===== config.mk =====
export PLATFORM = sky130hd
export DESIGN_NAME = ct_divider
export DESIGN_NICKNAME = d
export VERILOG_FILES = /design/src/rtl/ct_divider.sv
export SDC_FILE = /design/constraint.sdc
export NUM_CORES = 1
export LEC_CHECK = 0
export ABC_AREA = 0
export CAP_MARGIN = 20
export CELL_PAD_IN_SITES_DETAIL_PLACEMENT = 1
export CELL_PAD_IN_SITES_GLOBAL_PLACEMENT = 1
export CORE_UTILIZATION = 30
export DETAILED_ROUTE_END_ITERATION = 8
export PLACE_DENSITY = 0.7
export SYNTH_ARGS = -nofsm -noshare
export SYNTH_HDL_FRONTEND = slang
export SYNTH_SLANG_ARGS = --single-unit

===== constraint.sdc =====
create_clock -name clk -period 2.7 [get_ports clk]
set_input_delay 0.675 -clock clk [delete_from_list [all_inputs] [get_ports clk]]
set_output_delay 0.675 -clock clk [all_outputs]
set_load 0.1 [all_outputs]

===== src/rtl/ct_divider.sv =====
// Constant-time unsigned restoring divider: one quotient bit per cycle, always WIDTH cycles.
// Results stay registered until the next completion so the initiator can sample them on finish.
module ct_divider #(
    parameter int WIDTH = 16
) (
    input  logic             clk,
    input  logic             rst_n,
    input  logic             start,
    input  logic [WIDTH-1:0] dividend,
    input  logic [WIDTH-1:0] divisor,
    output logic [WIDTH-1:0] quotient,
    output logic [WIDTH-1:0] remainder,
    output logic             finish
);

    localparam int CNT_W = $clog2(WIDTH);
    localparam logic [CNT_W-1:0] LAST = CNT_W'(WIDTH - 1);
    localparam logic [0:0] IDLE = 1'b0;
    localparam logic [0:0] CALC = 1'b1;

    logic [0:0]       state;
    logic [CNT_W-1:0] cnt;
    logic [WIDTH-1:0] quo_w;
    logic [WIDTH-1:0] dvsr;
    // The restored partial remainder is always below the divisor (or, for a zero divisor,
    // holds at most the dividend), so its extra top bit is always zero and is not stored.
    logic [WIDTH-1:0] rem_w;

    logic [WIDTH:0]   shifted;
    logic [WIDTH:0]   diff;
    logic [WIDTH-1:0] rem_next;
    logic [WIDTH-1:0] quo_next;

    // The subtraction is always evaluated and the outcome picked by a mux, never a branch.
    always_comb begin
        shifted  = {rem_w, quo_w[WIDTH-1]};
        diff     = shifted - {1'b0, dvsr};
        rem_next = diff[WIDTH] ? shifted[WIDTH-1:0] : diff[WIDTH-1:0];
        quo_next = {quo_w[WIDTH-2:0], ~diff[WIDTH]};
    end

    always_ff @(posedge clk or negedge rst_n) begin
        if (!rst_n) begin
            state     <= IDLE;
            cnt       <= '0;
            quo_w     <= '0;
            dvsr      <= '0;
            rem_w     <= '0;
            quotient  <= '0;
            remainder <= '0;
            finish    <= 1'b0;
        end else begin
            finish <= 1'b0;
            if (state == IDLE) begin
                if (start) begin
                    state <= CALC;
                    quo_w <= dividend;
                    dvsr  <= divisor;
                    rem_w <= '0;
                    cnt   <= '0;
                end
            end else begin
                quo_w <= quo_next;
                rem_w <= rem_next;
                cnt   <= cnt + 1'b1;
                if (cnt == LAST) begin
                    state     <= IDLE;
                    quotient  <= quo_next;
                    remainder <= rem_next;
                    finish    <= 1'b1;
                end
            end
        end
    end

endmodule

Word-level counts from Yosys, hierarchy flattened
Cells that the tools add are included.
{ "op_classes": {"n_bitwise": 2, "n_reduce_logical": 3, "n_addsub": 2, "mux": 12, "eq_ne": 1} }
{ "op_table": {"columns": ["operator", "count"], "rows": [
  ["2-to-1 mux 16 bit", 5],
  ["subtractor 17 x 16 -> 17 bit", 1],
  ["2-to-1 mux 4 bit", 2],
  ["2-to-1 mux 1 bit", 5],
  ["adder 4 x 1 -> 4 bit (second input constant)", 1],
  ["== test 4 bit (second input constant)", 1],
  ["AND reduction 2 bit", 2],
  ["NOT 1 bit", 2],
  ["nonzero test 2 bit", 1]
]} }
{ "totals": {"ff_bits": 86, "output_inout_bits": 33} }

Depth between registers and ports, before layout
Gate-level depths: netlist of run 1.
{ "depth": {"ltp_word": 3, "mapped_depth": 11} }

Worst setup path after synthesis of run 1
Ideal clock, no wire load.
{ "synth_path": {"kind": "register to register", "from": "register quo_w[15]", "to": "register remainder[10]", "n_path_buf": 0, "stages_incl_launch_ff": 11, "t_arrival_ps": 2750, "slack_ps": -176, "path_cell_list": "dfrtp_1 > inv_1 > ha_1 > fa_1 > nand2b_1 > a21oi_1 > o21ai_4 > mux2i_2 > a211oi_4 > mux2_4 > mux2_2"} }
{ "synth_between": {"elab_chain_cells": 2} }
{ "synth_rtl": {"columns": ["element", "line", "rtl"], "rows": [
  ["start: declaration", "23", "logic [WIDTH-1:0] quo_w;"],
  ["start signal: assignment", "57", "quo_w <= dividend;"],
  ["start signal: assignment", "63", "quo_w <= quo_next;"],
  ["subtractor 17 x 16 -> 17 bit", "37", "diff = shifted - {1'b0, dvsr};"],
  ["2-to-1 mux 16 bit", "38", "rem_next = diff[WIDTH] ? shifted[WIDTH-1:0] : diff[WIDTH-1:0];"],
  ["end signal: assignment", "69", "remainder <= rem_next;"],
  ["end: declaration", "12", "output logic [WIDTH-1:0] remainder,"]
]} }
No other way between the ends.
A chain may end at the register's enable or synchronous reset.

Final worst setup path of run 1
{ "layout_path": {"from": "register dvsr[0]", "to": "register remainder[9]"} }
{ "layout_between": {"elab_chain_cells": 2} }
{ "layout_rtl": {"columns": ["element", "line", "rtl"], "rows": [
  ["start: declaration", "24", "logic [WIDTH-1:0] dvsr;"],
  ["start signal: assignment", "58", "dvsr <= divisor;"],
  ["subtractor 17 x 16 -> 17 bit", "37", null],
  ["2-to-1 mux 16 bit", "38", null]
]} }
No other way between the ends.

==> qor.tcl, run 1 <==
set qor(seq_area_frac_synth_pct) 48.36
set qor(setup-tns-final_ns) 0
set qor(critical_path_arrival_ns) 2.91
set qor(postRouteAntennaNets) 0
set qor(synth_cells) 450
set qor(report.final.setup_viol) 0
set qor(worst-slew-pin-transition_ns) 0.5294
set qor(worstReg2RegStart) {dvsr[0]$_DFFE_PN0P_}
set qor(worstHoldPathType) {in -> async}
set qor(timing.final.crit_period_ns) 2.678
set qor(timing.critical_path.from_type) {flop}
set qor(regToRegEndpoint) {remainder[9]$_DFFE_PN0P_}
set qor(cap_viol_max_count) 0
set qor(grt_pass1_vias) 3705
set qor(final_layout_size_suffix_gt1_share_pct) 21.64
set qor(tritoncts) {built}
set qor(areaGrowthSynthToFinish_pct) 31.91
set qor(fmax_mhz) 373.4
set qor(gp_routability_congestion) 0.7965
set qor(wl_per_cell_um) 16.14
set qor(grt.overflow.total) 0
set qor(layout.nets) 584
set qor(postSynthNetCount) 503
set qor(finalWirelength_mm) 11.62
set qor(critical_path_peak_fanout) 4
set qor(final.period_utilization_pct) 99.18
set qor(synth_area_leader_cell) {sky130_fd_sc_hd__dfrtp_1}
set qor(drtIter0Drc) 102
set qor(die_area_um2) 15330
set qor(r2r_slack_ns) 0.02
set qor(cp_cell_sequence) {ha_4, fa_2, nand2b_4, a21oi_4, o21ai_4, mux2i_4, a211oi_4, buf_6, mux2_4, mux2_2}
set qor(number_of_cts_inserted_buffers) 9
set qor(synth-edff-count) 0
set qor(clock_skew_ns) 0.008121
set qor(diode_insertion_count_for_antenna_repair) 0
set qor(viasPerCell) 4.861
set qor(synth.avg_cell_area_um2) 9.890
set qor(timing.critical_path.slowest_cell_delay_ns) 0.42
set qor(synth_top_area_share_pct) 48.36
set qor(timing.setup.critical_path_class) {reg -> reg}
set qor(yosysMostFrequentCell) {sky130_fd_sc_hd__nand2_1}
set qor(floorplan.die.width_um) 123.8
set qor(grt_start_max_net_pins) 41
set qor(start_util_pct) 30.74
set qor(detailed_place_hpwl_mm) 8.173
set qor(clockBufferDepth) 2
set qor(status) {finished, final reports clean}
set qor(floorplan.rows) 44
set qor(postSynth.asyncResetShare_pct) 100.0
set qor(yosysWarningCount) 0
set qor(globalRouteTotalUtil_pct) 16.10
set qor(slew_viol_final) 0
set qor(clock_latency_ns) 0.34
set qor(routed-via-count) 3500
set qor(clock_tree.root_cell) {sky130_fd_sc_hd__clkbuf_16}
set qor(critPathCaptureType) {flop}
set qor(drt_pass1_iterations) 4
set qor(finalHoldViolCount) 0
set qor(r2r_cells) 10
set qor(grt_pass1_wl_mm) 19.08
set qor(die_h_um) 123.8
set qor(core_area_um2) 14480
set qor(num_io_pins) 68
set qor(io_buffer_count) 67
set qor(synthTopCellsByCount) {105 x sky130_fd_sc_hd__nand2_1, 86 x sky130_fd_sc_hd__dfrtp_1, 42 x sky130_fd_sc_hd__o21ai_0}
set qor(ys_dominant_reg_cell) {sky130_fd_sc_hd__dfrtp_1}
set qor(cts.reportedPaths.clkPinSlew_ns) 0.07
set qor(synth.cell_area_um2) 4451
set qor(ys_seq_elements) 86
set qor(critical_path_required_ns) 2.93
set qor(slew-limit-headroom_pct) 64.71
set qor(critical_path_s_slowest_cell) {sky130_fd_sc_hd__dfrtp_1}
set qor(route.detailed.drc) 0
set qor(yosys-top-cells-area) {sky130_fd_sc_hd__dfrtp_1 48%, sky130_fd_sc_hd__nand2_1 8.9%, sky130_fd_sc_hd__mux2i_1 8.3%}
set qor(rsz0062_at_grt) {yes}
set qor(grt_antenna_before_repair) 0
set qor(yosysUniqueCellTypes) 45
set qor(cts_htree_levels) 3
set qor(cts_num_sinks) 86
==> cell type report <==
class / instances / area [um^2]
Tap cell: 184 / 230.2
Inverter: 20 / 75.07
Timing Repair Buffer: 92 / 813.3
Multi-Input combinational cell: 322 / 2298
Clock buffer: 10 / 229.0
Clock inverter: 6 / 71.32
Fill cell: 1644 / 8608
Sequential cell: 86 / 2153
==> flip-flops by register name (all words and copies together), names as in the netlist <==
register   cells
dvsr          16
quo_w         16
quotient      16
rem_w         16
remainder     16
cnt            4
finish         1
state          1
==> per-layer routing <==
layer  wire length, um  global-route usage, %  vias up
li1                  -                      -     1691
met4               187                  4.669        0
met2              5868                  26.67       45
met5                 0                      0        -
met3               247                  2.610       12
met1              5319                  21.56     1752
==> placed cells by master (no fill, tap or decap), types with 2 or more instances in the layout <==
master / netlist / routed
sky130_fd_sc_hd__nand2b_1: 15 / 14
sky130_fd_sc_hd__a21o_1: 7 / 7
sky130_fd_sc_hd__buf_4: 0 / 54
sky130_fd_sc_hd__mux2i_1: 37 / 29
sky130_fd_sc_hd__dfrtp_1: 86 / 85
sky130_fd_sc_hd__o21ai_1: 8 / 10
sky130_fd_sc_hd__a21oi_4: 0 / 3
sky130_fd_sc_hd__mux2_2: 9 / 7
sky130_fd_sc_hd__mux2i_4: 0 / 8
sky130_fd_sc_hd__clkinvlp_4: 0 / 2
sky130_fd_sc_hd__ha_1: 17 / 13
sky130_fd_sc_hd__nor3_1: 3 / 3
sky130_fd_sc_hd__a21oi_1: 12 / 10
sky130_fd_sc_hd__inv_1: 19 / 18
sky130_fd_sc_hd__ha_2: 0 / 3
sky130_fd_sc_hd__xnor2_1: 8 / 8
sky130_fd_sc_hd__a22o_1: 4 / 4
sky130_fd_sc_hd__buf_6: 2 / 2
sky130_fd_sc_hd__nor2_1: 6 / 6
sky130_fd_sc_hd__nor2b_1: 3 / 2
sky130_fd_sc_hd__o211ai_1: 3 / 3
sky130_fd_sc_hd__buf_12: 0 / 2
sky130_fd_sc_hd__a221oi_1: 2 / 2
sky130_fd_sc_hd__nor3b_1: 4 / 4
sky130_fd_sc_hd__o21ai_0: 42 / 40
sky130_fd_sc_hd__xor2_1: 7 / 7
sky130_fd_sc_hd__clkbuf_16: 0 / 9
sky130_fd_sc_hd__mux2_4: 5 / 7
sky130_fd_sc_hd__clkinv_4: 0 / 2
sky130_fd_sc_hd__nand3_1: 6 / 6
sky130_fd_sc_hd__nand2_1: 105 / 105
sky130_fd_sc_hd__clkdlybuf4s50_1: 0 / 33
==> cells by family after synthesis <==
kind of cell,Yosys count,share of synthesized area (%)
AO/OA/AOI/OAI,90,12.43
XOR/XNOR,15,2.952
adder cells (fa/ha/maj),18,5.229
buffers and inverters,42,3.908
flip-flops,86,48.36
multiplexers,52,12.59
AND/OR/NAND/NOR,147,14.53
==> per-stage QoR <==
stage          area [um^2]  hold slack [ns]  setup WS (ns)  util (%)  std cells
2_1_floorplan         4472           0.3794        0.03878         -        450
3_3_place_gp          5353           0.4623        0.03355     36.97        697
3_5_place_dp          5353           0.4646       -0.03203     36.97        697
4_1_cts               5732           0.3213       0.003919     39.59        717
5_1_grt               5871           0.3394       -0.08165     40.55        720
6_report              5871           0.3096        0.02205     40.55        720
==> critical path, delay by kind of cell (launching register included) <==
kind / cells / cell delay [ns]
AOI/OAI and AO/OA: 3 / 0.48
adders and majority gates: 2 / 0.53
buffers and inverters: 1 / 0.18
DFF: 1 / 0.42
muxes: 3 / 0.79
and+or+nand+nor: 1 / 0.16
==> worst max-delay path by stage <==
stage,startpoint,to,depth (start not counted)
2_1_floorplan,quo_w[15]$_DFFE_PN0P_,remainder[10]$_DFFE_PN0P_,10
3_3_place_gp,rem_w[8]$_DFFE_PN0P_,remainder[9]$_DFFE_PN0P_,9
3_5_place_dp,quo_w[15]$_DFFE_PN0P_,remainder[12]$_DFFE_PN0P_,11
4_1_cts,dvsr[0]$_DFFE_PN0P_,remainder[13]$_DFFE_PN0P_,10
5_1_grt,quo_w[15]$_DFFE_PN0P_,rem_w[5]$_DFFE_PN0P_,12
6_report,dvsr[0]$_DFFE_PN0P_,remainder[9]$_DFFE_PN0P_,10
==> timing repair <==
action	CTS	global route
hold buffers	0	0
pin swaps	4	5
buffers inserted	4	3
endpoints found under the setup margin	12	32
gates resized for setup	12	23
gates cloned	0	0
Power of run 1 is left out: the tool's default activity adds up to more than one toggle a clock period on the data nets, which glitch-free logic cannot reach.
==> run 2: changes to the inputs <==
ABC_AREA = default   (was 0)
==> results of run 2 <==
No change in the layout: final DEF, timing and power equal those of run 1.
Power of run 2 is left out for the same reason.
